$ cat src/rtl/mux8x1_pkg.sv
// Shared types and constants for the 8:1 round-robin scheduler.
// Lane count, select width, the IDLE/HOLD state type and a one-hot helper.
package mux8x1_pkg;

    localparam int N_LANES = 8;
    localparam int SEL_W   = 3;

    typedef enum logic {
        IDLE = 1'b0,
        HOLD = 1'b1
    } state_t;

    // One-hot lane mask for a lane index
    function automatic logic [N_LANES-1:0] lane_onehot(input logic [SEL_W-1:0] idx);
        logic [N_LANES-1:0] m;
        m      = '0;
        m[idx] = 1'b1;
        return m;
    endfunction

endpackage

$ cat src/rtl/mux8x1_rr_scheduler_rr_pick8.sv
// rr_pick8: combinational lane picker for the 8:1 scheduler.
// Default: round-robin, first requesting lane at or after ptr, wrapping 7->0.
// MUX8X1_FIXED_PRIO_EN: fixed priority, lowest requesting index wins, ptr ignored.
module rr_pick8
    import mux8x1_pkg::*;
(
    input  logic [N_LANES-1:0] v,
    input  logic [SEL_W-1:0]   ptr,
    output logic               found,
    output logic [SEL_W-1:0]   idx
);

`ifdef MUX8X1_FIXED_PRIO_EN
    // Walk from the highest index down so the lowest requesting lane is the last writer
    always_comb begin
        found = 1'b0;
        idx   = '0;
        for (int i = N_LANES - 1; i >= 0; i--) begin
            if (v[i]) begin
                found = 1'b1;
                idx   = SEL_W'(i);
            end
        end
    end
`else
    logic [SEL_W-1:0] lane;

    // Walk offsets from farthest to nearest so the lane closest to ptr is the last writer
    always_comb begin
        found = 1'b0;
        idx   = '0;
        lane  = '0;
        for (int i = N_LANES - 1; i >= 0; i--) begin
            lane = ptr + SEL_W'(i);
            if (v[lane]) begin
                found = 1'b1;
                idx   = lane;
            end
        end
    end
`endif

endmodule

$ cat src/rtl/mux8x1_rr_scheduler.sv
// mux8x1_rr_scheduler: captures one requesting lane's data bit into a y/s pair
// for a downstream 1x8 demux. Round-robin by default; define
// MUX8X1_FIXED_PRIO_EN for fixed lowest-index priority (SCAN_START then unused).
//
// Handshake: the y/s pair transfers on a rising edge where out_valid=1 and
// out_ready=1. While out_valid=1 and out_ready=0, y and s hold stable. The
// requester side sees ack[k] for one cycle on the edge that samples d[k],
// and must drop v[k] in the following cycle.
module mux8x1_rr_scheduler
    import mux8x1_pkg::*;
#(
    parameter int SCAN_START = 0
) (
    input  logic               clk,
    input  logic               rst,
    input  logic [N_LANES-1:0] d,
    input  logic [N_LANES-1:0] v,
    input  logic               out_ready,
    output logic               y,
    output logic [SEL_W-1:0]   s,
    output logic               out_valid,
    output logic [N_LANES-1:0] ack,
    output state_t             state_dbg
);

    state_t           state;
    state_t           state_nx;
    logic             capture;
    logic [SEL_W-1:0] ptr;
    logic             found;
    logic [SEL_W-1:0] pick;

    rr_pick8 u_pick (
        .v     (v),
        .ptr   (ptr),
        .found (found),
        .idx   (pick)
    );

    // Next state and capture decision: capture whenever the slot is free or being freed this edge
    always_comb begin
        state_nx = state;
        capture  = 1'b0;
        case (state)
            IDLE: begin
                if (found) begin
                    capture  = 1'b1;
                    state_nx = HOLD;
                end
            end
            HOLD: begin
                if (out_ready) begin
                    if (found) begin
                        capture = 1'b1;
                    end else begin
                        state_nx = IDLE;
                    end
                end
            end
            default: state_nx = IDLE;
        endcase
    end

    // State register
    always_ff @(posedge clk or posedge rst) begin
        if (rst) begin
            state <= IDLE;
        end else begin
            state <= state_nx;
        end
    end

    // Held pair, ack pulse and scan pointer; d is sampled only on a capture edge
    always_ff @(posedge clk or posedge rst) begin
        if (rst) begin
            y   <= 1'b0;
            s   <= '0;
            ack <= '0;
            ptr <= SEL_W'(SCAN_START);
        end else begin
            ack <= '0;
            if (capture) begin
                y   <= d[pick];
                s   <= pick;
                ack <= lane_onehot(pick);
`ifndef MUX8X1_FIXED_PRIO_EN
                ptr <= pick + SEL_W'(1);
`endif
            end
        end
    end

    assign out_valid = (state == HOLD);
    assign state_dbg = state;

endmodule

$ cat config.mk
export PLATFORM = sky130hd
export DESIGN_NAME = mux8x1_rr_scheduler
export DESIGN_NICKNAME = d
export VERILOG_FILES = /design/src/rtl/mux8x1_pkg.sv /design/src/rtl/mux8x1_rr_scheduler_rr_pick8.sv /design/src/rtl/mux8x1_rr_scheduler.sv
export SDC_FILE = /design/constraint.sdc
export NUM_CORES = 1
export LEC_CHECK = 0
export CORE_UTILIZATION = 29
export DETAILED_ROUTE_END_ITERATION = 10
export GPL_TIMING_DRIVEN = 0
export PLACE_DENSITY = 0.61
export SETUP_SLACK_MARGIN = 0.05
export SLEW_MARGIN = 10
export SYNTH_ARGS = -nofsm -noshare
export SYNTH_HDL_FRONTEND = slang
export SYNTH_SLANG_ARGS = --single-unit
$ cat constraint.sdc
create_clock -name clk -period 5.51 [get_ports clk]
set_clock_uncertainty 0.15 [all_clocks]
set_input_delay 1.102 -clock clk [delete_from_list [all_inputs] [get_ports clk]]
set_output_delay 1.102 -clock clk [all_outputs]
set_load 0.01 [all_outputs]
**After elaboration in Yosys (flattened, before gate mapping)**

Cells that the tools add are included.

- $add $sub $neg: 8
- Magnitude comparators: 10
- Muxes and demuxes: 42
- Bitwise operators: 1
- Reduce and logical (&&, ||, !) cells: 1

Operators with widths:

| cell | count |
|---|---|
| $lt A3 B4 Y1 const B | 9 |
| $bmux W1 S3 | 9 |
| $mux W3 | 8 |
| $mux W1 | 21 |
| $add A3 B3 Y3 const B | 4 |
| $mux W8 | 1 |
| $add A3 B1 Y3 const B | 2 |
| $add A3 B2 Y3 const B | 2 |
| $pmux W1 S2 | 2 |
| $demux W1 S3 | 1 |
| $ge A3 B1 Y1 const B | 1 |
| $logic_and A1 B1 Y1 | 1 |
| $not A1 Y1 | 1 |

- Register bits after elaboration: 16
- Input port bits: 19
- Output and inout bits: 14

**Depth between registers and ports, before layout**

- Depth after elaboration: 16
- Gate-level depth with buffers: 15

**Cells and area by module**

From an unflattened synthesis, not the netlist that was laid out.

- Cells, all modules: 141
- Area total of the unflattened synthesis: 1447.6 um^2

By module, submodules not included:

| module | instances | cells an instance | area an instance (um^2) | seq. area each (um^2) |
|---|---|---|---|---|
| rr_pick8 | 1 | 90 | 782.0 | 0.0 |
| mux8x1_rr_scheduler | 1 | 51 | 665.6 | 400.4 |

**Worst setup path before layout**

Ideal clock, no wire load.

- Path kind: in2reg
- From: input v[5]
- To: register y
- Setup time: 0.128 ns
- Arrival: 3.252 ns
- Required time: 5.232 ns
- Path slack: 1.980 ns
- Cell stages on the path: 10
- Path buffers: 1
- Cell sequence: mux4_2 -> mux2_4 -> o32a_1 -> a21oi_1 -> nand3_1 -> a21bo_1 -> buf_6 -> mux2_4 -> a32oi_1 -> nand3_1

- Cells in the longest elaborated chain, start to end: 13

RTL lines:

| what | line | source |
|---|---|---|
| start, declared | mux8x1_rr_scheduler.sv:17 | `input logic [N_LANES-1:0] v,` |
| $bmux W1 S3 | mux8x1_rr_scheduler_rr_pick8.sv:35 | `if (v[lane]) begin` |
| $mux W1 (implied by the code) | mux8x1_rr_scheduler_rr_pick8.sv:35 |  |
| $mux W1 (8 in a row) | mux8x1_rr_scheduler_rr_pick8.sv:35 |  |
| $mux W1 | mux8x1_rr_scheduler.sv:46, mux8x1_rr_scheduler.sv:53 |  |
| $mux W1 | mux8x1_rr_scheduler.sv:52 | `if (out_ready) begin` |
| $pmux W1 S2 | mux8x1_rr_scheduler.sv:44 | `case (state)` |
| end signal, assigned | mux8x1_rr_scheduler.sv:83 | `y <= d[pick];` |
| end, declared | mux8x1_rr_scheduler.sv:19 | `output logic y,` |

Parallel ways exist; a longest one is shown, timed or not. The select of a mux whose other input is x is not followed.
A chain may end at the register's enable or synchronous reset.

**Worst setup path in the final report**

- From: input v[2]
- To: register y

The elaborated chain is that of the path after synthesis.

==> out/qor.txt <==
Status = complete, no violations
Peak VDD IR = 282 uV
Antenna viol nets, final = 0
Worst Setup End Kind = flop
EDFF count, synth = 0
Final wirelength = 4260 um
Number of DRC markers in iteration 0 = 96
Post-Route Setup TNS = 0 ns
Pleak = 0.912 nW
Area growth syn-to-layout = 26.4%
Worst setup SP type = input port
Fmax = 0.244 GHz
Setup Viol. Count Final = 0
Max Slew Vio Count = 0
Die Y = 78.8 um
Final std cells w/o fill = 282
Synth top area share = 23.4%
CTS clock-pin slew for the worst setup and hold paths = 0.06 ns
1st-pass router iterations = 4
Crit share post-route = 74.5%
Tmin final = 4.10 ns
Max FO, Critical Path = 9
Worst path required time = 5.48 ns
First-pass GRT wire length = 7080 um
Internal power = 0.802 mW
N_diodes = 0
CP Class = in -> reg
Final Hold Vio Count = 0
Flop and latch count out of synthesis = 16
Mapped cell area = 0.00171 sq mm
Combinational cell fraction of total power = 82.7%
Prevailing post-synth register cell = dfrtp_1
Total number of vias = 1520
Root buffer cell = clkbuf_8
# IOs = 33
Grt total ovfl = 0
Share of layout cells above drive strength 1 = 15.7%
Largest net degree at the start of global routing = 17
DRC = 0
Post-synth top cells = 18 x nand2_1, 16 x dfrtp_1, 12 x inv_1, 12 x mux2i_1, 11 x mux4_2
NetSw = 0.732 mW
Synthesis warning total = 0
Placer Congestion = 0.848
Syn_nets = 196
Synth cell types = 52
Vias in the first global route = 1504
Worst hold-check path type = reg -> reg
Antenna violations before repair = 0
Sequential share of power = 11.9%
TritonCTS buffer count = 3
Placed insts = 279
Synth area leaders = dfrtp_1 23%, mux4_2 14%, mux2i_1 7.0%
Via-to-Cell Ratio = 5.39
CTS tree = built
Clock latency on the worst-skew pair = 0.24 ns
Sequential area share after synthesis = 23.4%
Count leader, synth = nand2_1
Hold buffer count at cts = 0
Initial Util = 30.5%
DR WL/cell = 15.1 um
Cells after Synth = 175
GRT Resource Usage Total = 14.4%
Clock power share = 5.4%
CTS H-Tree Depth = 1
Max Cap Viol = 0
CP arrival = 4.07 ns
Synth async-reset ratio = 100%
Detailed Place HPWL = 3320 um
Area leader, netlist = dfrtp_1
Power Density = 709 mW/mm^2
Die Width = 78.8 um
Setup repair bufs after CTS = 0
Post_cts resized = 0
CTS Sinks = 16
Syn avg cell area = 9.78 sq um
Slew @ Worst Pin = 0.591 ns
Unrepaired setup endpoints after global routing = no
FP Rows = 27
Die area = 0.00621 sq mm
Slew headroom = 60.6%
Clock Tree Buf Depth = 2
Port bufs = 32
Layout Nets = 233
Core Area = 0.00561 sq mm
Sw Ratio = 47.7%
worst paths after layout:
check                            start  depth (start not counted)  slack [ns]     end
worst max register to register  ptr[1]                         14        1.59       y
worst min-delay path              s[2]                          2        0.33    s[2]
max in group asynchronous          rst                          2        3.75       y
min in group asynchronous          rst                          2        1.08  ack[2]
worst max-delay path              v[2]                         10        1.41       y
worst min register to register    s[2]                          2        0.33    s[2]
layout make-up:
| type | instances | area, sq um |
|---|---|---|
| flip-flops and latches | 16 | 400 |
| well taps | 72 | 90.1 |
| repair buffers | 32 | 320 |
| inverters | 13 | 48.8 |
| multi-input cells | 135 | 1200 |
| clock buffers | 3 | 41.3 |
| plain buffers | 11 | 66.3 |
| fillers | 606 | 3440 |
worst max-delay path, stage by stage:
cell and delay (ns):
clkdlybuf4s50_1 0.56, mux4_1 0.70, mux2i_1 0.41, o21ai_0 0.15
a211oi_1 0.26, a21bo_1 0.15, buf_6 0.14, mux2_4 0.30
a32oi_1 0.20, nand3_1 0.10
placed cells by master (no fill, tap or decap), types with 4 or more instances in the layout:
cell type,count
a21oi_1,8
buf_2,5
clkdlybuf4s50_1,32
dfrtp_1,16
inv_1,12
mux2_2,6
mux2i_1,12
mux4_1,4
mux4_2,11
nand2_1,18
nand3_1,4
nor2_1,10
o211ai_1,5
o21ai_0,7
xor2_1,4
power by group through the flow:
stage	Sequential [mW]	Clock, mW	Combinational, mW
6_report	0.182	0.0834	1.27
5_1_grt	0.187	0.0953	1.39
4_1_cts	0.183	0.0882	1.27
3_5_place_dp	0.185	0	1.26
3_3_place_gp	0.185	0	1.25
2_1_floorplan	0.198	0	0.963
metrics by stage:
| step | hold slack [ns] | utilization [%] | area, sq um | power, mW | setup WS, ns |
|---|---|---|---|---|---|
| after floorplan | 0.365 | - | 1710 | 1.16 | 1.98 |
| after global placement | 0.309 | 37.8 | 2120 | 1.44 | 1.19 |
| after detailed placement | 0.317 | 37.8 | 2120 | 1.45 | 1.17 |
| after CTS | 0.331 | 38.6 | 2160 | 1.54 | 1.43 |
| after global routing | 0.349 | 38.6 | 2160 | 1.67 | 1.18 |
| final | 0.327 | 38.6 | 2160 | 1.53 | 1.41 |
per-layer routing:
metal  routed length [um]  track usage [%]  up-vias  part of all wire, %
li1                     -                -      741                    -
met1                 1970             19.0      739                   46
met2                 2070             24.4       36                   48
met3                  178             2.76        4                  4.2
met4                   45             3.27        0                  1.1
met5                    0                0        -                    0
logic make-up (layout without fill, tap and decap cells):
kind of cell / Yosys count / count (layout) / share of synthesized area [%]
adders and majority gates: 2 / 2 / 1.46
buffers and inverters: 24 / 59 / 6.72
and+or+nand+nor: 49 / 49 / 14.0
AOI/OAI and AO/OA: 44 / 44 / 18.6
DFF: 16 / 16 / 23.4
muxes: 35 / 35 / 33.3
xor gates and xnor gates: 5 / 5 / 2.56
sequential cells by signal, summed over array words and instances, names as in the netlist:
name and flops:
ptr 3, ack 8, y 1, out_valid 1
s 3
Power figures use the tool's default switching activity.
